File: src/rtl/i2s_xfer_sched.sv
// -----------------------------------------------------------------------------
// i2s_xfer_sched
// Transfer scheduler between the APB register side and the I2S Tx/Rx FIFOs.
// Everything runs on pclk. One Tx word and one Rx word are held locally.
// Tx pushes and Rx prefetch pops share a single FIFO access slot per cycle.
// When both want that slot in the same cycle, the side that did not win the
// last contested cycle gets it. On stop, an unpaired stereo frame is padded
// with a zero right word before the block returns to IDLE.
//
// Ports
//   pclk, rst_          clock, asynchronous active-low reset
//   mode[1:0]           SR=00, ST=01, MR=10, MT=11 (Tx: ST/MT, Rx: SR/MR)
//   stop, mute, stereo  level controls
//   soft_rst            synchronous clear of all state (highest priority)
//   flag_clr            pulse, clears tx_ovr / rx_udr
//   tx_req, tx_wdata    APB write of the Tx data register
//   rx_req              APB read of the Rx data register
//   tx_full, rx_empty   FIFO status
//   rx_fifo_dout        Rx FIFO head word, sampled at the end of the rx_ren cycle
//   tx_wen, tx_fifo_din Tx FIFO write strobe / data (registered)
//   rx_ren              Rx FIFO read strobe (registered)
//   rx_rdata, rx_valid  Rx holding register and its unread flag
//   tx_busy             Tx holding register occupied
//   tx_ovr, rx_udr      sticky error flags
//   ch_r                next stereo Tx push is the right channel
//   state               IDLE=00, RUN=01, DRAIN=10
// -----------------------------------------------------------------------------
module i2s_xfer_sched (
   input  logic        pclk,
   input  logic        rst_,
   input  logic [1:0]  mode,
   input  logic        stop,
   input  logic        mute,
   input  logic        stereo,
   input  logic        soft_rst,
   input  logic        flag_clr,
   input  logic        tx_req,
   input  logic [31:0] tx_wdata,
   input  logic        rx_req,
   input  logic        tx_full,
   input  logic        rx_empty,
   input  logic [31:0] rx_fifo_dout,
   output logic        tx_wen,
   output logic [31:0] tx_fifo_din,
   output logic        rx_ren,
   output logic [31:0] rx_rdata,
   output logic        tx_busy,
   output logic        rx_valid,
   output logic        tx_ovr,
   output logic        rx_udr,
   output logic        ch_r,
   output logic [1:0]  state
);

   typedef enum logic [1:0] {
      ST_IDLE  = 2'b00,
      ST_RUN   = 2'b01,
      ST_DRAIN = 2'b10
   } state_t;

   state_t      state_q,     state_d;
   logic [31:0] tx_hold_q,   tx_hold_d;
   logic        tx_busy_q,   tx_busy_d;
   logic        tx_wen_q,    tx_wen_d;
   logic [31:0] tx_din_q,    tx_din_d;
   logic        rx_ren_q,    rx_ren_d;
   logic [31:0] rx_rdata_q,  rx_rdata_d;
   logic        rx_valid_q,  rx_valid_d;
   logic        tx_ovr_q,    tx_ovr_d;
   logic        rx_udr_q,    rx_udr_d;
   logic        ch_r_q,      ch_r_d;
   logic        rr_rx_q,     rr_rx_d;   // 1: Rx wins the next contested cycle

   logic tx_mode_s, rx_mode_s;
   logic idle_s, run_s, drain_s;
   logic tx_elig_s, pad_elig_s, rx_elig_s, contest_s;
   logic tx_gnt_s, rx_gnt_s, push_s;
   logic tx_acc_s, tx_drop_s, rx_take_s, rx_miss_s;

   // Slot arbitration and request classification for the current cycle
   always_comb begin
      tx_mode_s  = (mode == 2'b01) || (mode == 2'b11);
      rx_mode_s  = (mode == 2'b00) || (mode == 2'b10);
      idle_s     = (state_q == ST_IDLE);
      run_s      = (state_q == ST_RUN);
      drain_s    = (state_q == ST_DRAIN);

      tx_elig_s  = !idle_s && tx_busy_q && !tx_full;
      // Pad only once the real word is gone and a left sample is unpaired
      pad_elig_s = drain_s && !tx_busy_q && stereo && ch_r_q && !tx_full;
      // rx_ren_q doubles as the "read in flight" marker: capture is next edge
      rx_elig_s  = run_s && rx_mode_s && !rx_valid_q && !rx_ren_q && !rx_empty;
      contest_s  = tx_elig_s && rx_elig_s;

      tx_gnt_s   = tx_elig_s && (!rx_elig_s || !rr_rx_q);
      rx_gnt_s   = rx_elig_s && (!tx_elig_s || rr_rx_q);
      // Pad is DRAIN-only, where Rx is never eligible, so it needs no arbitration
      push_s     = tx_gnt_s || pad_elig_s;

      // A push in the same cycle frees the hold register for the new word
      tx_acc_s   = tx_req && run_s && tx_mode_s && (!tx_busy_q || tx_gnt_s);
      tx_drop_s  = tx_req && ((run_s && !tx_acc_s) || drain_s);
      rx_take_s  = rx_req && !idle_s && rx_valid_q;
      rx_miss_s  = rx_req && !idle_s && !rx_valid_q;
   end

   // Next-state values for the FSM, data path and flags
   always_comb begin
      state_d = state_q;
      case (state_q)
         ST_IDLE: begin
            if (!stop) state_d = ST_RUN;
            else       state_d = ST_IDLE;
         end
         ST_RUN: begin
            if (stop) state_d = ST_DRAIN;
            else      state_d = ST_RUN;
         end
         ST_DRAIN: begin
            if (!tx_busy_q && !(stereo && ch_r_q)) state_d = ST_IDLE;
            else                                    state_d = ST_DRAIN;
         end
         default: state_d = ST_IDLE;
      endcase

      tx_hold_d = tx_acc_s ? tx_wdata : tx_hold_q;
      if (tx_acc_s)      tx_busy_d = 1'b1;
      else if (tx_gnt_s) tx_busy_d = 1'b0;
      else               tx_busy_d = tx_busy_q;

      tx_wen_d = push_s;
      if (tx_gnt_s)        tx_din_d = mute ? 32'h0 : tx_hold_q;
      else if (pad_elig_s) tx_din_d = 32'h0;
      else                 tx_din_d = tx_din_q;

      ch_r_d = (push_s && stereo) ? !ch_r_q : ch_r_q;

      rx_ren_d   = rx_gnt_s;
      rx_rdata_d = rx_ren_q ? rx_fifo_dout : rx_rdata_q;
      if (rx_ren_q)       rx_valid_d = 1'b1;
      else if (rx_take_s) rx_valid_d = 1'b0;
      else                rx_valid_d = rx_valid_q;

      // Set events win over a same-cycle flag_clr
      if (tx_drop_s)     tx_ovr_d = 1'b1;
      else if (flag_clr) tx_ovr_d = 1'b0;
      else               tx_ovr_d = tx_ovr_q;
      if (rx_miss_s)     rx_udr_d = 1'b1;
      else if (flag_clr) rx_udr_d = 1'b0;
      else               rx_udr_d = rx_udr_q;

      rr_rx_d = contest_s ? !rr_rx_q : rr_rx_q;
   end

   // State register: async reset, soft reset, otherwise load next state
   always_ff @(posedge pclk or negedge rst_) begin
      if (!rst_) begin
         state_q    <= ST_IDLE;
         tx_hold_q  <= 32'h0;
         tx_busy_q  <= 1'b0;
         tx_wen_q   <= 1'b0;
         tx_din_q   <= 32'h0;
         rx_ren_q   <= 1'b0;
         rx_rdata_q <= 32'h0;
         rx_valid_q <= 1'b0;
         tx_ovr_q   <= 1'b0;
         rx_udr_q   <= 1'b0;
         ch_r_q     <= 1'b0;
         rr_rx_q    <= 1'b0;
      end else if (soft_rst) begin
         state_q    <= ST_IDLE;
         tx_hold_q  <= 32'h0;
         tx_busy_q  <= 1'b0;
         tx_wen_q   <= 1'b0;
         tx_din_q   <= 32'h0;
         rx_ren_q   <= 1'b0;
         rx_rdata_q <= 32'h0;
         rx_valid_q <= 1'b0;
         tx_ovr_q   <= 1'b0;
         rx_udr_q   <= 1'b0;
         ch_r_q     <= 1'b0;
         rr_rx_q    <= 1'b0;
      end else begin
         state_q    <= state_d;
         tx_hold_q  <= tx_hold_d;
         tx_busy_q  <= tx_busy_d;
         tx_wen_q   <= tx_wen_d;
         tx_din_q   <= tx_din_d;
         rx_ren_q   <= rx_ren_d;
         rx_rdata_q <= rx_rdata_d;
         rx_valid_q <= rx_valid_d;
         tx_ovr_q   <= tx_ovr_d;
         rx_udr_q   <= rx_udr_d;
         ch_r_q     <= ch_r_d;
         rr_rx_q    <= rr_rx_d;
      end
   end

   assign tx_wen      = tx_wen_q;
   assign tx_fifo_din = tx_din_q;
   assign rx_ren      = rx_ren_q;
   assign rx_rdata    = rx_rdata_q;
   assign tx_busy     = tx_busy_q;
   assign rx_valid    = rx_valid_q;
   assign tx_ovr      = tx_ovr_q;
   assign rx_udr      = rx_udr_q;
   assign ch_r        = ch_r_q;
   assign state       = state_q;

endmodule

File: config.mk
export PLATFORM = sky130hd
export DESIGN_NAME = i2s_xfer_sched
export DESIGN_NICKNAME = d
export VERILOG_FILES = /design/src/rtl/i2s_xfer_sched.sv
export SDC_FILE = /design/constraint.sdc
export NUM_CORES = 1
export LEC_CHECK = 0
export CAP_MARGIN = 20
export CORE_MARGIN = 2
export CORE_UTILIZATION = 51
export CTS_BUF_LIST = sky130_fd_sc_hd__clkbuf_4 sky130_fd_sc_hd__clkbuf_8
export DETAILED_ROUTE_END_ITERATION = 7
export MAX_ROUTING_LAYER = met4
export PLACE_DENSITY = 0.94
export SLEW_MARGIN = 20
export SYNTH_ARGS = -nofsm -noshare
export SYNTH_HDL_FRONTEND = slang
export SYNTH_SLANG_ARGS = --single-unit
File: constraint.sdc
create_clock -name pclk -period 4.2 [get_ports pclk]
set_clock_uncertainty 0.2 [all_clocks]
set_input_delay 0.42 -clock pclk [delete_from_list [all_inputs] [get_ports pclk]]
set_output_delay 0.42 -clock pclk [all_outputs]
set_load 0.03 [all_outputs]
# Word-level counts from Yosys, hierarchy flattened
# Index checks and enable logic that the tools add are counted.
[word_totals]
in_bits = 77
ff_bits = 106
[op_classes]
muxes = 30
n_reduce_logical = 54
eq_ne = 5
[op_table]
columns = ["operator", "n"]
rows = [
  ["2-to-1 mux 32 bit", 8],
  ["logical AND 1 bit", 24],
  ["2-to-1 mux 1 bit", 18],
  ["nonzero test 3 bit", 5],
  ["logical NOT 1 bit", 12],
  ["nonzero test 2 bit", 4],
  ["logical OR 1 bit", 7],
  ["equality test 2 bit, second input constant", 3],
  ["2-to-1 mux 2 bit", 3],
  ["one-hot mux 2 bit (3 select lines)", 1],
  ["equality test 2 x 1 -> 1 bit, second input constant", 2],
  ["logical NOT 2 bit", 2],
]

# Logic depth before layout (Yosys ltp)
[logic_depth]
ltp_word = 17
mapped_depth = 6
mapped_depth_nobuf = 4

# Least setup slack after synthesis
# No wires, ideal clock.
[synth_path]
path_type = "register to register"
startpoint = "register rx_ren_q, in the netlist rx_ren"
endpoint = "register ch_r_q, in the netlist ch_r"
t_required_ps = 3922
path_slack_ps = 2092
synth_period_minus_slack_ps = 2108
path_buffers = 2
stages_incl_launch_ff = 7
t_arrival_ps = 1830
path_cell_list = "dfrtp_1 -> buf_6 -> nor4_4 -> nand3_2 -> a211oi_4 -> buf_6 -> o2bb2ai_1"
[synth_between]
elab_chain_cells = 9
[synth_rtl]
columns = ["element", "line", "text"]
rows = [
  ["from (decl)", "66", "logic rx_ren_q, rx_ren_d;"],
  ["from (signal assigned)", "189", "rx_ren_q <= rx_ren_d;"],
  ["logical NOT 1 bit", "92", "rx_elig_s = run_s && rx_mode_s && !rx_valid_q && !rx_ren_q && !rx_empty;"],
  ["logical AND 1 bit (2 in a row)", "92", ""],
  ["logical NOT 1 bit", "95", "tx_gnt_s = tx_elig_s && (!rx_elig_s || !rr_rx_q);"],
  ["logical OR 1 bit", "95", ""],
  ["logical AND 1 bit", "95", ""],
  ["logical OR 1 bit", "98", "push_s = tx_gnt_s || pad_elig_s;"],
  ["logical AND 1 bit", "136", "ch_r_d = (push_s && stereo) ? !ch_r_q : ch_r_q;"],
  ["nonzero test 2 bit (no line)", "-", ""],
  ["to (signal assigned)", "194", "ch_r_q <= ch_r_d;"],
  ["to (decl)", "71", "logic ch_r_q, ch_r_d;"],
]
# Every way passes these cells.
# A chain may end at the register's enable or synchronous reset.

# Worst setup path in the final report
[layout_path]
startpoint = "register rx_ren_q, in the netlist rx_ren"
endpoint = "output port rx_ren"
[layout_rtl]
columns = ["element", "line", "text"]
rows = [
  ["to (decl)", "45", "output logic rx_ren,"],
]
# No word-level cell between the ends.

==> run metrics <==
Period Utilization, post-route 67.25%; antenna violation net count after detailed routing 0; post-synthesis xor/xnor area fraction 0.1923%; reg-to-reg critical path endpoint tx_fifo_din[3]$_DFFE_PN0P_; core area 8678 um^2; post-DP HPWL 7448 um; total design power 1.830 mW; Synth Instances 370; first-pass GRT wire length 17,730 um; initial antenna violation count 0; final setup TNS 0 ps; WP depth 1; Via density 5.452; Startpoint Class register; final worst path period need 2825 ps; worst-margin pin slew 976.5 ps; Clk pwr share 32.5%; internal power 1.417 mW; Net Sw Power 0.4125 mW; CTS H-tree depth 3; CP max stage delay 1020 ps; R2R cell count 5; status finished, final reports clean; Clock Tree Buf Depth 2; post-synthesis compound-gate area fraction 9.009%; hold_buf cts 1; drc violations 0; Routed wire per std cell 17.04 um; critical path's top delay family flip-flops; Clock Sink Count 106; CTS Buf Count 9; die width 98.51 um; diode count 0; gr ovfl total 0; mapped cell area 4556 um^2; boundary pin count 150; r2r setup slk 1590 ps; class of the worst hold path input port to async pin; Die H 98.51 um; Port-buffer cells 148; slowest CP cell dfrtp_2; post-CTS setup buffer count 0; Layout area overhead 37.82%; CTS clk-pin slew, worst paths 90 ps; register area share after synthesis 58.23%; final hold violation count 0; multiplexer area fraction after synthesis 14.06%; adder-cell share of the synthesized area 0%; total wire length 10,600 um; Syn Area/Cell 12.31 um^2; Netlist cell types 33; # resized after CTS 0; Critical Path Fanout Max 35; CTS root buffer clkbuf_8; count of pins over their slew limit 0; Post-synth top flop dfrtp_1; sequential share of power 57.0%; Nets 589; Critical Path RT 3580 ps; DR vias 3,391; 1st-iter DRT viols 111; critical path endpoint rx_ren; Hold Slack 290.2 ps; cells along the critical path clkdlybuf4s50_1; Site Rows 34; largest family of logic cells by synthesized area simple AND/OR/NAND/NOR gates; Yosys reg bits 106; clk_lat worst skew 360 ps; CP Capture Type primary output; PwrDens 291.4 nW/um^2; Post-Synth Simple-Gate Area 15.38%; combinational power share 10.4%; vias in the first global route 3,585; largest net degree at the start of global routing 47; number of max-cap violations 0; switching share of power 22.55%; WP data arrival 2200 ps; number of synthesized flops with an enable pin 0; leak pwr 2.637 nW; GRT Total Usage 23.47%; layout cells sized above 1 5.642%; die area 9704 um^2; sequential standard cell area 2654 um^2; Fillers 595; Post-Syn Nets 447; Worst Setup SP rx_ren$_DFF_PN0_; DP Cell Count 608; worst r2r src rx_ren$_DFF_PN0_; Max IR drop VDD 0.1636 mV; CTS tree done; RSZ-0062 raised after global routing false; YS warnings 0; final setup vio count 0; GPL Wtd Cong 0.8053; Non-Filler Instances 622; CP bufs+invs 1; Slew HR 34.90%; multi-input logic area 1769 um^2; 1st-pass router iterations 4; fraction of registers with async set or reset after synthesis 100.0%; WS Path Type register to primary output; initial core utilization 52.49%; fmax 354.0 MHz
[power by group through the flow]
| stage | Combinational (mW) | Sequential, mW | Clock (mW) |
|---|---|---|---|
| after CTS | 0.193 | 1.04 | 0.610 |
| after global placement | 0.187 | 1.06 | 0 |
| final | 0.191 | 1.04 | 0.595 |
| after floorplan | 0.0653 | 1.07 | 0 |
| after global routing | 0.208 | 1.05 | 0.649 |
| after detailed placement | 0.192 | 1.06 | 0 |
[layer usage]
layer	GRT usage [%]	share of wire, %	vias to the layer above
met3	6.454	7.7	16
li1	-	-	1546
met5	-	0	-
met2	36.42	47	135
met1	30.55	44	1694
met4	7.060	1.5	0
[registers in the layout, indices dropped and copies added (netlist names)]
name / count
tx_ovr: 1
rx_ren: 1
ch_r: 1
tx_hold_q: 32
rx_valid: 1
rx_rdata: 32
tx_fifo_din: 32
tx_busy: 1
rr_rx_q: 1
tx_wen: 1
rx_udr: 1
state: 2
[stage by stage]
| stage | worst slack, ps | utilization (%) | area, um^2 |
|---|---|---|---|
| 2_1_floorplan | 2092 | - | 4556 |
| 3_3_place_gp | 1533 | 70.16 | 6088 |
| 3_5_place_dp | 1476 | 70.16 | 6088 |
| 4_1_cts | 1359 | 72.35 | 6279 |
| 5_1_grt | 1273 | 72.35 | 6279 |
| 6_report | 1375 | 72.35 | 6279 |
[cell usage in the layout, fill, tap and decap left out, types with 2 or more instances in the layout]
cell type / netlist / routed
a21oi_1: 6 / 6
a22o_1: 32 / 32
and3_1: 2 / 2
nor2b_1: 4 / 4
dfrtp_1: 106 / 105
mux2i_1: 64 / 64
nand2b_1: 65 / 65
clkdlybuf4s50_1: 0 / 146
nand2_1: 2 / 2
o21ai_0: 2 / 2
buf_4: 3 / 8
nor2_1: 41 / 41
nor4_4: 1 / 2
nor3_1: 3 / 3
clkbuf_8: 0 / 10
[logic make-up after synthesis]
group,count (synthesis)
compound gates,48
xor+xnor,1
buf+inv,26
flops,106
mux,64
simple gates,125
[final cells by class]
type	count	share of cell area, %
clock inverters	3	0.6776
inverters	1	0.05978
well taps	108	2.152
multi-input cells	238	28.18
repair buffers	156	24.47
flip-flops and latches	106	42.27
clock buffers	10	2.192
[how the worst min path moves through the flow]
stage / from / end / slack (ps) / cells after the start
2_1_floorplan: rst_ / ch_r$_DFFE_PN0P_ / -80 / 0
3_3_place_gp: rst_ / rx_rdata[6]$_DFFE_PN0P_ / 100 / 1
3_5_place_dp: rst_ / rx_rdata[8]$_DFFE_PN0P_ / 100 / 1
4_1_cts: rst_ / rx_rdata[7]$_DFFE_PN0P_ / 260 / 2
5_1_grt: rst_ / rx_rdata[7]$_DFFE_PN0P_ / 290 / 2
6_report: rst_ / rx_rdata[7]$_DFFE_PN0P_ / 290 / 2
[synth_stat cells (2+ instances only)]
cell type	number	share of area, %
buf_4	3	0.49
and3_1	2	0.27
nand2_1	2	0.16
o21ai_0	2	0.22
dfrtp_1	106	58
a22o_1	32	6.2
buf_6	4	0.99
nor3_1	3	0.33
a21oi_1	6	0.66
nor2b_1	4	0.55
nor2_1	41	3.4
buf_2	3	0.33
nand2b_1	65	8.9
clkbuf_1	15	1.2
mux2i_1	64	14
No activity file was read; power rests on OpenSTA's default activity.
